==> src/rtl/trap_sequencer.sv <==
// Trap entry sequencer: picks the highest-priority exception, writes its tt into the TBR,
// strobes the PSR/window update and PC/nPC saves, then vectors the PC through {TBA, tt, 0}.
module trap_sequencer #(
  parameter int unsigned NWINDOWS = 32,
  parameter int unsigned CWP_W    = 5
) (
  input  logic             Clock,
  input  logic             Reset,
  input  logic [6:0]       Trap_Req,
  input  logic             ET,
  input  logic             S,
  input  logic [CWP_W-1:0] CWP,
  input  logic [24:0]      TBA,
  input  logic [2:0]       tt,
  output logic [6:0]       Trap_Type,
  output logic             TBR_tt_Ld,
  output logic             PSR_Trap_Ld,
  output logic             S_Saved,
  output logic [CWP_W-1:0] New_CWP,
  output logic             Save_PC_Ld,
  output logic             Save_nPC_Ld,
  output logic             PC_Vector_Ld,
  output logic [31:0]      Vector_Addr,
  output logic [6:0]       Trap_Ack,
  output logic             Trap_Active,
  output logic             Error_Mode
);

  typedef enum logic [2:0] {
    IDLE    = 3'd0,
    CAPTURE = 3'd1,
    SAVE    = 3'd2,
    VECTOR  = 3'd3,
    ERROR   = 3'd4
  } state_t;

  state_t     r_state;
  logic [2:0] r_p;
  logic [6:0] r_trap_type;
  logic       r_tt_ld;
  logic       r_psr_ld;
  logic       r_s_saved;
  logic       r_save_pc;
  logic       r_save_npc;
  logic       r_vec_ld;
  logic [6:0] r_ack;
  logic       r_active;
  logic       r_error;

  logic [2:0] w_p;
  logic       w_found;

  // Lowest set request bit wins.
  always_comb begin
    w_p     = '0;
    w_found = 1'b0;
    for (int unsigned i = 0; i < 7; i++) begin
      if (Trap_Req[i] && !w_found) begin
        w_p     = 3'(i);
        w_found = 1'b1;
      end
    end
  end

  always_ff @(posedge Clock or negedge Reset) begin
    if (!Reset) begin
      r_state     <= IDLE;
      r_p         <= '0;
      r_trap_type <= '0;
      r_tt_ld     <= 1'b0;
      r_psr_ld    <= 1'b0;
      r_s_saved   <= 1'b0;
      r_save_pc   <= 1'b0;
      r_save_npc  <= 1'b0;
      r_vec_ld    <= 1'b0;
      r_ack       <= '0;
      r_active    <= 1'b0;
      r_error     <= 1'b0;
    end else begin
      // Strobes are single-cycle; each state re-raises only its own.
      r_trap_type <= '0;
      r_tt_ld     <= 1'b0;
      r_psr_ld    <= 1'b0;
      r_save_pc   <= 1'b0;
      r_save_npc  <= 1'b0;
      r_vec_ld    <= 1'b0;
      r_ack       <= '0;
      case (r_state)
        IDLE: begin
          if (|Trap_Req) begin
            r_active <= 1'b1;
            if (ET) begin
              r_p         <= w_p;
              r_s_saved   <= S;
              r_trap_type <= {4'b0000, w_p + 3'd1};
              r_tt_ld     <= 1'b1;
              r_state     <= CAPTURE;
            end else begin
              r_error <= 1'b1;
              r_state <= ERROR;
            end
          end
        end
        CAPTURE: begin
          r_psr_ld   <= 1'b1;
          r_save_pc  <= 1'b1;
          r_save_npc <= 1'b1;
          r_state    <= SAVE;
        end
        SAVE: begin
          r_vec_ld <= 1'b1;
          r_ack    <= 7'b0000001 << r_p;
          r_state  <= VECTOR;
        end
        VECTOR: begin
          r_active <= 1'b0;
          r_state  <= IDLE;
        end
        ERROR: begin
          r_error  <= 1'b1;
          r_active <= 1'b1;
        end
        default: begin
          r_active <= 1'b0;
          r_state  <= IDLE;
        end
      endcase
    end
  end

  assign Trap_Type    = r_trap_type;
  assign TBR_tt_Ld    = r_tt_ld;
  assign PSR_Trap_Ld  = r_psr_ld;
  assign S_Saved      = r_s_saved;
  assign Save_PC_Ld   = r_save_pc;
  assign Save_nPC_Ld  = r_save_npc;
  assign PC_Vector_Ld = r_vec_ld;
  assign Trap_Ack     = r_ack;
  assign Trap_Active  = r_active;
  assign Error_Mode   = r_error;

  assign New_CWP     = (CWP == '0) ? CWP_W'(NWINDOWS - 1) : CWP - CWP_W'(1);
  assign Vector_Addr = {TBA, tt, 4'b0000};

endmodule

==> config.mk <==
export PLATFORM = sky130hd
export DESIGN_NAME = trap_sequencer
export DESIGN_NICKNAME = d
export VERILOG_FILES = /design/src/rtl/trap_sequencer.sv
export SDC_FILE = /design/constraint.sdc
export NUM_CORES = 1
export LEC_CHECK = 0
export CORE_MARGIN = 4
export CORE_UTILIZATION = 32
export CTS_CLUSTER_DIAMETER = 50
export DETAILED_ROUTE_END_ITERATION = 10
export GPL_TIMING_DRIVEN = 0
export PLACE_DENSITY = 0.86
export SKIP_CTS_REPAIR_TIMING = 1
export SYNTH_ARGS = -nofsm -noshare
export SYNTH_HDL_FRONTEND = slang
export SYNTH_SLANG_ARGS = --single-unit
==> constraint.sdc <==
create_clock -name Clock -period 2.05 [get_ports Clock]
set_input_delay 0.3075 -clock Clock [delete_from_list [all_inputs] [get_ports Clock]]
set_output_delay 0.3075 -clock Clock [all_outputs]
set_load 0.03 [all_outputs]
==> flow_summary.ini, run 1 <==
[run_status]
outcome = finished clean

[yosys]
yosys_warnings = 0
avgSynthCellArea_um2 = 9.81
synth_ff_type = dfrtp_1
netlist_area_um2 = 1250
synth_top_cell_area_share = 0.442
yosys.area.top_type = dfrtp_1
synth-seq-cells = 22
netlist-cell-type-count = 31
synth_area_leaders = dfrtp_1 44%, buf_4 23%, nor2_1 3.3%
synth_edf_count = 0
yosysSeqAreaShare = 0.442
syn_inst = 127
async_flop_share = 1.00

[pwr]
p_leak_nw = 1.01
ir_drop_uv = 343
pwr_density_cell_nw_per_um2 = 891

[place]
place_area_um2 = 1990
place_hpwl_um = 2360
portBuffers = 66
place.gp.congestion = 0.707

[drt]
routed_wl_um = 2800
avgViaCountPerCell = 4.29
routedWlPerCell_um = 11.1
initialDrtViolationCount = 19
drcViolationCount = 0
antenna_left = 0
dr.pass1.iters = 4
vias = 1082

[finish]
fillers = 334
utilization = 0.563
syn2layout_area_growth_pct = 67.8
final_nets = 251
layout_common_cells = 57 x clkdlybuf4s50_1, 38 x buf_4, 22 x dfrtp_1
final_common_cell = clkdlybuf4s50_1
postLayoutCellArea_um2 = 2090
antennaDiodeCount = 0
drive_above_1_share = 0.250

[sta]
max_slew_margin = 0.390
hold_viol = 0
fin_crit_sh = 0.963
slew_violations = 0
skew_ns = 0.00447
setup-violations-final = 0
fmax_ghz = 0.507
min_period_ns = 1.97
worst_pin_slew_ns = 0.912
rsz0062_at_grt = yes

[clock_tree]
clock_latency_ns = 0.26
cts_sinks = 22
cts_buffers = 3
cts_tree = built
clock-root-buffer = clkbuf_8
clk_pin_slew_ns = 0.08
clk_path_buf_depth = 2
htreeDepth = 1

[setup_path]
required_ns = 1.74
end_kind = primary output
path_depth = 7
path_class = primary input to primary output
reg2regPathDepth = 3
critPathMaxFanout = 3
path_cells = clkdlybuf4s50_1 -> inv_1 -> ha_1 -> nor2b_1 -> a21oi_1 -> o31ai_1 -> buf_2
setup.worst_path.start_class = primary input
cp.arrival_ns = 1.67
critical_path_buf_inv_count = 3
slowest_stage = clkdlybuf4s50_1
critical_path.top_delay_family = buffers and inverters
cpPeakStageDelay_ns = 0.45

[global_route]
met3_usage = 0.0388
overflow = 0
grtUsageMet1 = 0.101
grt_max_degree = 23
antenna_found_initial = 0
grt_usage = 0.106
grt_pass1_vias = 1077
top_usage_layer = met2
grt_pass1_wl_um = 4220
use_met2 = 0.192

[job]
drv_cap = 0

[floorplan]
ios = 103
die_h_um = 70.4
dieArea_um2 = 4960
dieWidth_um = 70.4
rows = 22
initial_core_util = 0.335
coreArea_um2 = 3720

[worst_hold_path]
min_path_cells = 3
hold_path.class = primary input to flip-flop
[area by class of cell]
| type | count | area [um2] | area share |
|---|---|---|---|
| clock inverter | 1 | 30.0 | 0.0144 |
| buffer | 38 | 285 | 0.136 |
| clock buffer | 3 | 41.3 | 0.0197 |
| timing repair buffer | 66 | 676 | 0.323 |
| inverter | 5 | 18.8 | 0.00898 |
| sequential | 22 | 551 | 0.263 |
| tap | 48 | 60.1 | 0.0287 |
| multi-input combinational | 69 | 429 | 0.205 |
[cells by family after synthesis]
kind of cell	Yosys count	share of synthesized area
xor+xnor	2	0.0141
flops	22	0.442
buf+inv	43	0.244
other cells	1	0.00301
compound gates	16	0.0823
fa+ha+maj	2	0.0201
simple gates	39	0.177
mux	2	0.0181
[power by group]
group / switching (W) / leakage [nW] / internal (W)
logic: 0.000433 / 0.692 / 0.000386
registers: 0.000105 / 0.284 / 0.000548
clock network: 0.000131 / 0.0357 / 0.000261
total: 0.000668 / 1.01 / 0.00119
[sequential cells by signal (all words and copies together) (netlist names)]
name	flops
Trap_Type	3
S_Saved	1
Trap_Ack	7
Error_Mode	1
PC_Vector_Ld	1
Trap_Active	1
r_state	3
r_p	3
TBR_tt_Ld	1
Save_nPC_Ld	1
[metrics by stage]
stage	instances	hold slack, ns	setup TNS (ns)	total power (W)	setup slack (ns)
after global placement	248	0.453	-1.67	0.00146	-0.370
after CTS	252	0.474	-1.51	0.00188	-0.423
after global routing	252	0.499	-0.146	0.00197	-0.146
after floorplan	134	0.0119	0	0.00117	0.262
after detailed placement	248	0.455	-2.07	0.00149	-0.435
final	252	0.468	0	0.00186	0.0764
[cell usage after synthesis, drive strengths merged, types with 3 or more instances]
cell type	n
nor3	5
nor2	11
dfrtp	22
o21ai	4
buf	38
nand2	6
a21oi	7
inv	5
nor2b	3
nand2b	3
[routing by layer]
metal | share of wire | vias to the layer above
li1 | - | 525
met1 | 0.35 | 489
met2 | 0.51 | 66
met3 | 0.13 | 2
met4 | 0.0075 | 0
met5 | 0 | -
[final timing paths]
| kind | start | to | slack [ns] |
|---|---|---|---|
| worst min-delay path | Trap_Req[0] | Trap_Type[0]$_DFF_PN0_ | 0.47 |
| min in group asynchronous | Reset | Trap_Ack[5]$_DFF_PN0_ | 0.56 |
| max in group asynchronous | Reset | r_state[1]$_DFFE_PN0P_ | 0.93 |
| worst max register to register | r_state[1]$_DFFE_PN0P_ | r_p[0]$_DFFE_PN0P_ | 0.33 |
| worst min register to register | Error_Mode$_DFFE_PN0P_ | Error_Mode$_DFFE_PN0P_ | 0.47 |
| worst max-delay path | CWP[0] | New_CWP[3] | 0.08 |
[worst min-delay path, stage by stage]
cell,delay [ns]
dlymetal6s2s_1,0.16
a21oi_1,0.11
nor2b_1,0.11
Power figures use the tool's default switching activity.
==> inputs of run 2 (changes only) <==
Settings changed: CORE_MARGIN 4 to not set.
==> flow_summary.ini, run 2 (synthesis results as in run 1) <==
[sta]
min_period_ns = 2.02
hold_viol = 0
skew_ns = 0.00474
worst_pin_slew_ns = 0.922
fmax_ghz = 0.496
tns_ns = 0
slew_violations = 0
max_slew_margin = 0.383
fin_ws_ns = 0.0327
fin_crit_sh = 0.984
setup-violations-final = 0

[floorplan]
dieArea_um2 = 4150
initial_core_util = 0.338
die_h_um = 64.4
rows = 22
coreArea_um2 = 3690
ios = 103
dieWidth_um = 64.4

[job]
drv_cap = 0

[finish]
syn2layout_area_growth_pct = 67.1
largest_register_ffs = 7
antennaDiodeCount = 0
final_nets = 251
layout_common_cells = 57 x clkdlybuf4s50_1, 38 x buf_4, 22 x dfrtp_1
drive_above_1_share = 0.240
postLayoutCellArea_um2 = 2080
final_common_cell = clkdlybuf4s50_1

[clock_tree]
cts_sinks = 22
clock-root-buffer = clkbuf_8
clk_path_buf_depth = 2
cts_tree = built
clk_pin_slew_ns = 0.08
clock_latency_ns = 0.26
htreeDepth = 1
cts_buffers = 3

[pwr]
ir_drop_uv = 332
power_frac_seq = 0.352
p_switching_w = 0.000663
swShare = 0.357
p_leak_nw = 1.01
pwr_density_cell_nw_per_um2 = 892
power.share.clock = 0.210
p_int_w = 0.00119
p_comb_frac = 0.439

[drt]
antenna_left = 0
routedWlPerCell_um = 9.86
dr.pass1.iters = 2
routed_wl_um = 2490
avgViaCountPerCell = 4.25
initialDrtViolationCount = 19
vias = 1071
drcViolationCount = 0

[setup_path]
slowest_stage = clkdlybuf4s50_1
path_class = primary input to primary output
critPathLaunch = CWP[0]
cpPeakStageDelay_ns = 0.45
reg2regPathDepth = 3
critical_path.top_delay_family = buffers and inverters
reg2reg_from = r_state[1]$_DFFE_PN0P_
path_cells = clkdlybuf4s50_1 -> inv_1 -> ha_1 -> nor2b_1 -> a21oi_1 -> o31ai_1 -> clkbuf_2
critPathMaxFanout = 3
cp.arrival_ns = 1.71
end_kind = primary output
setup.worst_path.start_class = primary input
critical_path_buf_inv_count = 3
required_ns = 1.74
path_depth = 7

[place]
portBuffers = 66
place_hpwl_um = 2060
place.gp.congestion = 0.751
place_area_um2 = 1990
place_worst_setup_slack_ns = -0.417

[worst_hold_path]
hold_path.class = primary input to flip-flop
min_path_cells = 3
hold_start = Trap_Req[2]

[global_route]
grt_usage = 0.116
grt_max_degree = 23
grt_pass1_wl_um = 3780
grt_pass1_vias = 976
overflow = 0
antenna_found_initial = 0

[run_status]
outcome = finished clean
run 2: stage by stage:
step                 util  std cells  total power [W]  hold slack, ns
floorplan               -        134          0.00117          0.0119
global placement    0.540        248          0.00146           0.453
detailed placement  0.540        248          0.00148           0.455
CTS                 0.560        252          0.00188           0.474
global route        0.564        252          0.00196           0.476
finish              0.564        252          0.00186           0.465
run 2: power by group through the flow:
| stage | Sequential (W) | Combinational [W] | Clock, W |
|---|---|---|---|
| 6_report | 0.000653 | 0.000815 | 0.000389 |
| 5_1_grt | 0.000669 | 0.000867 | 0.000422 |
| 4_1_cts | 0.000650 | 0.000826 | 0.000401 |
| 3_5_place_dp | 0.000659 | 0.000823 | 0 |
| 3_3_place_gp | 0.000651 | 0.000809 | 0 |
| 2_1_floorplan | 0.000756 | 0.000412 | 0 |
run 2: worst register-to-register path, cell delays in order (launching register included):
cell and delay, ns:
dfrtp_1 0.44, or4b_4 0.58, a21oi_4 0.23, mux2_1 0.34
run 2: worst paths after layout:
kind | to | slack [ns]
setup / recovery | New_CWP[3] | 0.03
setup reg to reg | r_p[0]$_DFFE_PN0P_ | 0.34
min in group asynchronous | Trap_Ack[6]$_DFF_PN0_ | 0.57
max in group asynchronous | r_state[0]$_DFFE_PN0P_ | 0.92
hold / removal | r_p[2]$_DFFE_PN0P_ | 0.47
hold reg to reg | Error_Mode$_DFFE_PN0P_ | 0.47
run 2: cell type report:
cell class	count	area (um2)
well taps	48	60.1
plain buffers	38	285
multi-input cells	69	420
inverters	5	18.8
fillers	321	1610
clock buffers	3	41.3
repair buffers	66	676
flip-flops and latches	22	551
clock inverters	1	30.0
run 2: metal layers:
| metal | track usage | up-vias | wire length, um |
|---|---|---|---|
| met1 | 0.134 | 474 | 1000 |
| li1 | - | 527 | - |
| met3 | 0.0286 | 6 | 214 |
| met5 | 0 | - | 0 |
| met2 | 0.189 | 64 | 1200 |
| met4 | 0.0778 | 0 | 70 |
==> patch 1 (config.mk and constraints of run 2) <==
Reset style: synchronous (`Reset`), changed in one clocked block.
--- a/src/rtl/trap_sequencer.sv
+++ b/src/rtl/trap_sequencer.sv
@@ -63,5 +63,5 @@
   end
 
-  always_ff @(posedge Clock or negedge Reset) begin
+  always_ff @(posedge Clock) begin
     if (!Reset) begin
       r_state     <= IDLE;
Formal check against the unedited RTL: differs if Reset is asserted again (counterexample within 4 cycles, from zero or initial values and one cycle with Reset low); with Reset held inactive, the same outputs for 10 cycles.
==> patch 1 against run 2 <==
  * Sequential share of layout area shrank 4.6 points
  * Critical path depth stayed put
  * Synthesized area decreased by 0.40%
  * Register-to-register slack better by 230 ps
  * Hold slack improved by 9.8 ps
  * Sequential cell count did not move
  * Setup slack better by 90 ps
  * Via count is 7.6% higher
  * Routed wire length rose by 8.4%
  * Cell area down 3.0%
  * Power shrank 36%
  * Non-clock buffer count increased by 3
  * Highest routed layer unchanged
==> patch 1: results (changes against run 2) <==
| Metric | Value | Change |
|:---|:---|:---|
| Worst-case vdd ir drop | 0.2191 mV | was 0.3324 mV |
| Worst hold slack | 475.0 ps | was 465.2 ps |
| Worst path slowest cell | sky130_fd_sc_hd__clkdlybuf4s50_1 | unchanged |
| Length of the first detailed-routing pass in iterations | 4 | was 2 |
| Total Routed Length | 2.694 mm | was 2.485 mm |
| Number of antenna violations at the first check in global routing | 0 | unchanged |
| Leading cell types by count after synthesis | sky130_fd_sc_hd__buf_4, sky130_fd_sc_hd__dfxtp_1, sky130_fd_sc_hd__nor2_1 | was sky130_fd_sc_hd__buf_4, sky130_fd_sc_hd__dfrtp_1, sky130_fd_sc_hd__nor2_1 |
| Critical R2R Launch | r_state[0] | was r_state[1] |
| Clock root buffer | sky130_fd_sc_hd__clkbuf_8 | unchanged |
| Final antenna-violating net count | 0 | unchanged |
| Iteration-0 DRC Markers | 31 | was 19 |
| Layout Skew | 4.339 ps | was 4.737 ps |
| Dpl hpwl | 2.302 mm | was 2.065 mm |
| Critical register-to-register path endpoint | r_p[0] | unchanged |
| Bufs on Longest Clock Path | 2 | unchanged |
| ANT cells | 0 | unchanged |
| Clock transition at the registers of the reported paths | 70 ps |  |
| Num CTS Buffers | 3 | unchanged |
| YS warnings | 0 | unchanged |
| Via density | 4.315 | was 4.250 |
| Internal reg-to-reg setup slack | 570 ps | was 340 ps |
| Maximum fanout along the worst path | 3 | unchanged |
| Largest net degree at the start of global routing | 12 | was 23 |
| Via count of the first global-routing pass | 1099 | was 976 |
| Status | complete, no violations | unchanged |
| Crit path buf inv count | 3 | unchanged |
| Classification of the worst-slack hold path | reg2reg | was in2reg |
| Sequential-to-total area share from yosys stat | 0.3548 | was 0.4418 |
| Ranking of synthesized cells by area | sky130_fd_sc_hd__dfxtp_1, sky130_fd_sc_hd__buf_4, sky130_fd_sc_hd__nor3_1 | was sky130_fd_sc_hd__dfrtp_1, sky130_fd_sc_hd__buf_4, sky130_fd_sc_hd__nor2_1 |
| Fill cell total of the finished layout | 351 | was 321 |
| CP delay by family, top | buffers and inverters | unchanged |
| Placement-stage cell area | 0.001988 mm^2 | was 0.001993 mm^2 |
| Worst-case hold path end point | S_Saved | was r_p[2] |
| Proportion of synthesized flip-flops having asynchronous set or reset | 0 | was 1.000 |
| Signal arrival time at the worst endpoint | 1620 ps | was 1710 ps |
| Number of distinct library cells after synthesis | 38 | was 31 |
| Weighted congestion reported at the end of routability-driven placement | 0.7763 | was 0.7508 |
| Fin nets | 266 | was 251 |
| R2R depth | 4 | was 3 |
| Share of post-route cells with drive strength above 1 | 0.2420 | was 0.2402 |
| Global-route total usage across every layer | 0.1352 | was 0.1164 |
| Lkg Pwr | 0.8851 nW | was 1.008 nW |
| Number of stages on the worst hold path | 2 | was 3 |
| Start point of the worst min-delay path | S_Saved | was Trap_Req[2] |
| Global-route wire length before repair | 4.402 mm | was 3.781 mm |
| CP peak stage delay | 500 ps | was 450 ps |
| Setup crit start | CWP[0] | unchanged |
| H-tree levels | 1 | unchanged |
[patch 1: cell count changes after synthesis, moves of 3 or more]
cell,before,now
sky130_fd_sc_hd__a21oi_1,6,1
sky130_fd_sc_hd__nor3_1,5,9
sky130_fd_sc_hd__inv_1,5,8
sky130_fd_sc_hd__dfrtp_1,22,0
sky130_fd_sc_hd__dfxtp_1,0,22
sky130_fd_sc_hd__nand2_1,6,10
sky130_fd_sc_hd__nand2b_1,3,6
[patch 1: cell type report]
class,count,area [um^2],area share
Sequential cell,22,440.4,0.2181
Buffer,41,305.3,0.1512
Tap cell,48,60.06,0.02974
Clock buffer,3,41.29,0.02045
Multi-Input combinational cell,79,491.7,0.2435
Timing Repair Buffer,66,650.6,0.3222
Inverter,8,30.03,0.01487
[patch 1: worst max path at each step]
stage            endpoint  slack (ps)  cells past startpoint
2_1_floorplan  New_CWP[3]         340                      4
3_3_place_gp   New_CWP[4]        -310                      7
3_5_place_dp   New_CWP[3]        -360                      6
4_1_cts        New_CWP[4]        -380                      7
5_1_grt        New_CWP[0]          10                      6
6_report       New_CWP[4]         120                      7
[patch 1: logic make-up after synthesis]
logic type	after synthesis	synth area share
other	1	0.003021
xor gates and xnor gates	3	0.02117
buffers and inverters	49	0.2702
and+or+nand+nor	48	0.2137
DFF	22	0.3548
AOI/OAI and AO/OA	17	0.1109
muxes	2	0.01613
adders and majority gates	1	0.01008
[patch 1: worst min-delay path, delay by kind of cell, from the launching register on]
| family | cells | cell delay [ps] |
|---|---|---|
| flip-flops | 1 | 320 |
| AND/OR/NAND/NOR | 1 | 50 |
| multiplexers | 1 | 60 |
[patch 1: per-layer routing]
layer / vias to the layer above / track usage / part of all wire
li1: 588 / - / -
met1: 496 / 0.1266 / 0.35
met2: 64 / 0.2697 / 0.55
met3: 4 / 0.03393 / 0.093
met4: 0 / 0.05833 / 0.015
met5: - / 0 / 0
[patch 1: where the power goes]
part | leakage [nW] | switching [W] | internal, W
logic | 0.684 | 0.000237 | 0.000212
registers | 0.180 | 0.0000199 | 0.000457
clock network | 0.0216 | 0.000125 | 0.000131
[patch 1: stage by stage]
| stage | setup slack, ps | util | cells |
|---|---|---|---|
| 2_1_floorplan | 340.5 | - | 150 |
| 3_3_place_gp | -314.7 | 0.5390 | 264 |
| 3_5_place_dp | -360.6 | 0.5390 | 264 |
| 4_1_cts | -375.5 | 0.5502 | 267 |
| 5_1_grt | 10.60 | 0.5475 | 267 |
| 6_report | 123.1 | 0.5475 | 267 |
==> patch 2 (config.mk and constraints of run 2) <==
Without the edit above. Change the parameter `CWP_W` from 5 to 10.
--- a/src/rtl/trap_sequencer.sv
+++ b/src/rtl/trap_sequencer.sv
@@ -3,5 +3,5 @@
 module trap_sequencer #(
   parameter int unsigned NWINDOWS = 32,
-  parameter int unsigned CWP_W    = 5
+  parameter int unsigned CWP_W    = 10
 ) (
   input  logic             Clock,
Ports: changed (resized CWP and New_CWP); port bits go from 103 to 113. The function was not compared with the original's and may differ.
==> patch 2 against run 2 <==
  * The flow now finishes with violations (negative setup slack)
  * Power is 3.3% lower
  * Synthesized area up 11%
  * Sequential power about the same
  * First-iteration DRC count rose by 95%
  * Cell area is 14% higher
  * Setup slack lost 110 ps
  * Sequential cell count is the same
  * Global-route usage up 0.90 points
  * Routed wire length rose by 32%
  * Critical path type unchanged
==> patch 2: results (changes against run 2) <==
| Metric | Value | Change |
|:---|:---|:---|
| Via count of the first global-routing pass | 1149 | was 976 |
| Setup-violating endpoint count in the final report | 4 | was 0 |
| Dpl hpwl | 2.540 mm | was 2.065 mm |
| Sequential power | 0.000655 W | was 0.000653 W |
| Ranking of synthesized cells by area | sky130_fd_sc_hd__dfrtp_1, sky130_fd_sc_hd__buf_4, sky130_fd_sc_hd__nand2_1 | was sky130_fd_sc_hd__dfrtp_1, sky130_fd_sc_hd__buf_4, sky130_fd_sc_hd__nor2_1 |
| Leading cell types by count after synthesis | sky130_fd_sc_hd__buf_4, sky130_fd_sc_hd__dfrtp_1, sky130_fd_sc_hd__nand2_1, sky130_fd_sc_hd__nor2_1, sky130_fd_sc_hd__nor3_1 | was sky130_fd_sc_hd__buf_4, sky130_fd_sc_hd__dfrtp_1, sky130_fd_sc_hd__nor2_1 |
| Inst Count DP | 283 | was 248 |
| Signal buffers share of area | 0.4546 | was 0.4615 |
| Final setup margin | -80.01 ps | was 32.67 ps |
| Violated checks | negative setup slack |  |
| Placement-stage cell area | 0.002236 mm^2 | was 0.001993 mm^2 |
| Classification of the worst-slack hold path | reg2reg | was in2reg |
| Iteration-0 DRC Markers | 37 | was 19 |
| Headroom to the max-slew limit | 0.3754 | was 0.3834 |
| Share of post-route cells with drive strength above 1 | 0.2971 | was 0.2402 |
| Status | finished, violations left | was complete, no violations |
| Met1 layer usage reported by global route | 0.1363 | was 0.1340 |
| Layout-stage area growth over the synthesis result | 71.12% | was 67.07% |
| Quantity of I/O buffers inserted on ports | 76 | was 66 |
| Number of distinct library cells after synthesis | 36 | was 31 |
| Worst-case vdd ir drop | 0.3253 mV | was 0.3324 mV |
| Length of the first detailed-routing pass in iterations | 4 | was 2 |
| Lkg Pwr | 1.136 nW | was 1.008 nW |
| Global routing usage on met3 | 0.03000 | was 0.02857 |
| Weighted congestion reported at the end of routability-driven placement | 0.7966 | was 0.7508 |
| Ratio of total power to cell area | 756.6 mW/mm^2 | was 892.0 mW/mm^2 |
patch 2: cell count changes after synthesis, sizes merged, moves of 2 or more:
cell,change
o31ai,-2
mux2,+2
nor3,+4
nor2,+3
nand2,+8
patch 2: critical path, cell delays in order:
cell and delay (ps):
sky130_fd_sc_hd__buf_8 100, sky130_fd_sc_hd__inv_4 50, sky130_fd_sc_hd__ha_4 140, sky130_fd_sc_hd__or4b_4 500, sky130_fd_sc_hd__nor3_4 220, sky130_fd_sc_hd__nor2_1 70
sky130_fd_sc_hd__mux2_4 280, sky130_fd_sc_hd__buf_6 140
patch 2: path summary, 6_finish.rpt:
check,startpoint,to,slack (ps),cells past startpoint
worst max-delay path,CWP[1],New_CWP[7],-80,8
worst min-delay path,Error_Mode,Error_Mode,470,1
worst max register to register,r_state[2],S_Saved,320,3
worst min register to register,Error_Mode,Error_Mode,470,1
max in group asynchronous,Reset,Trap_Type[0],910,1
min in group asynchronous,Reset,Trap_Ack[5],570,1
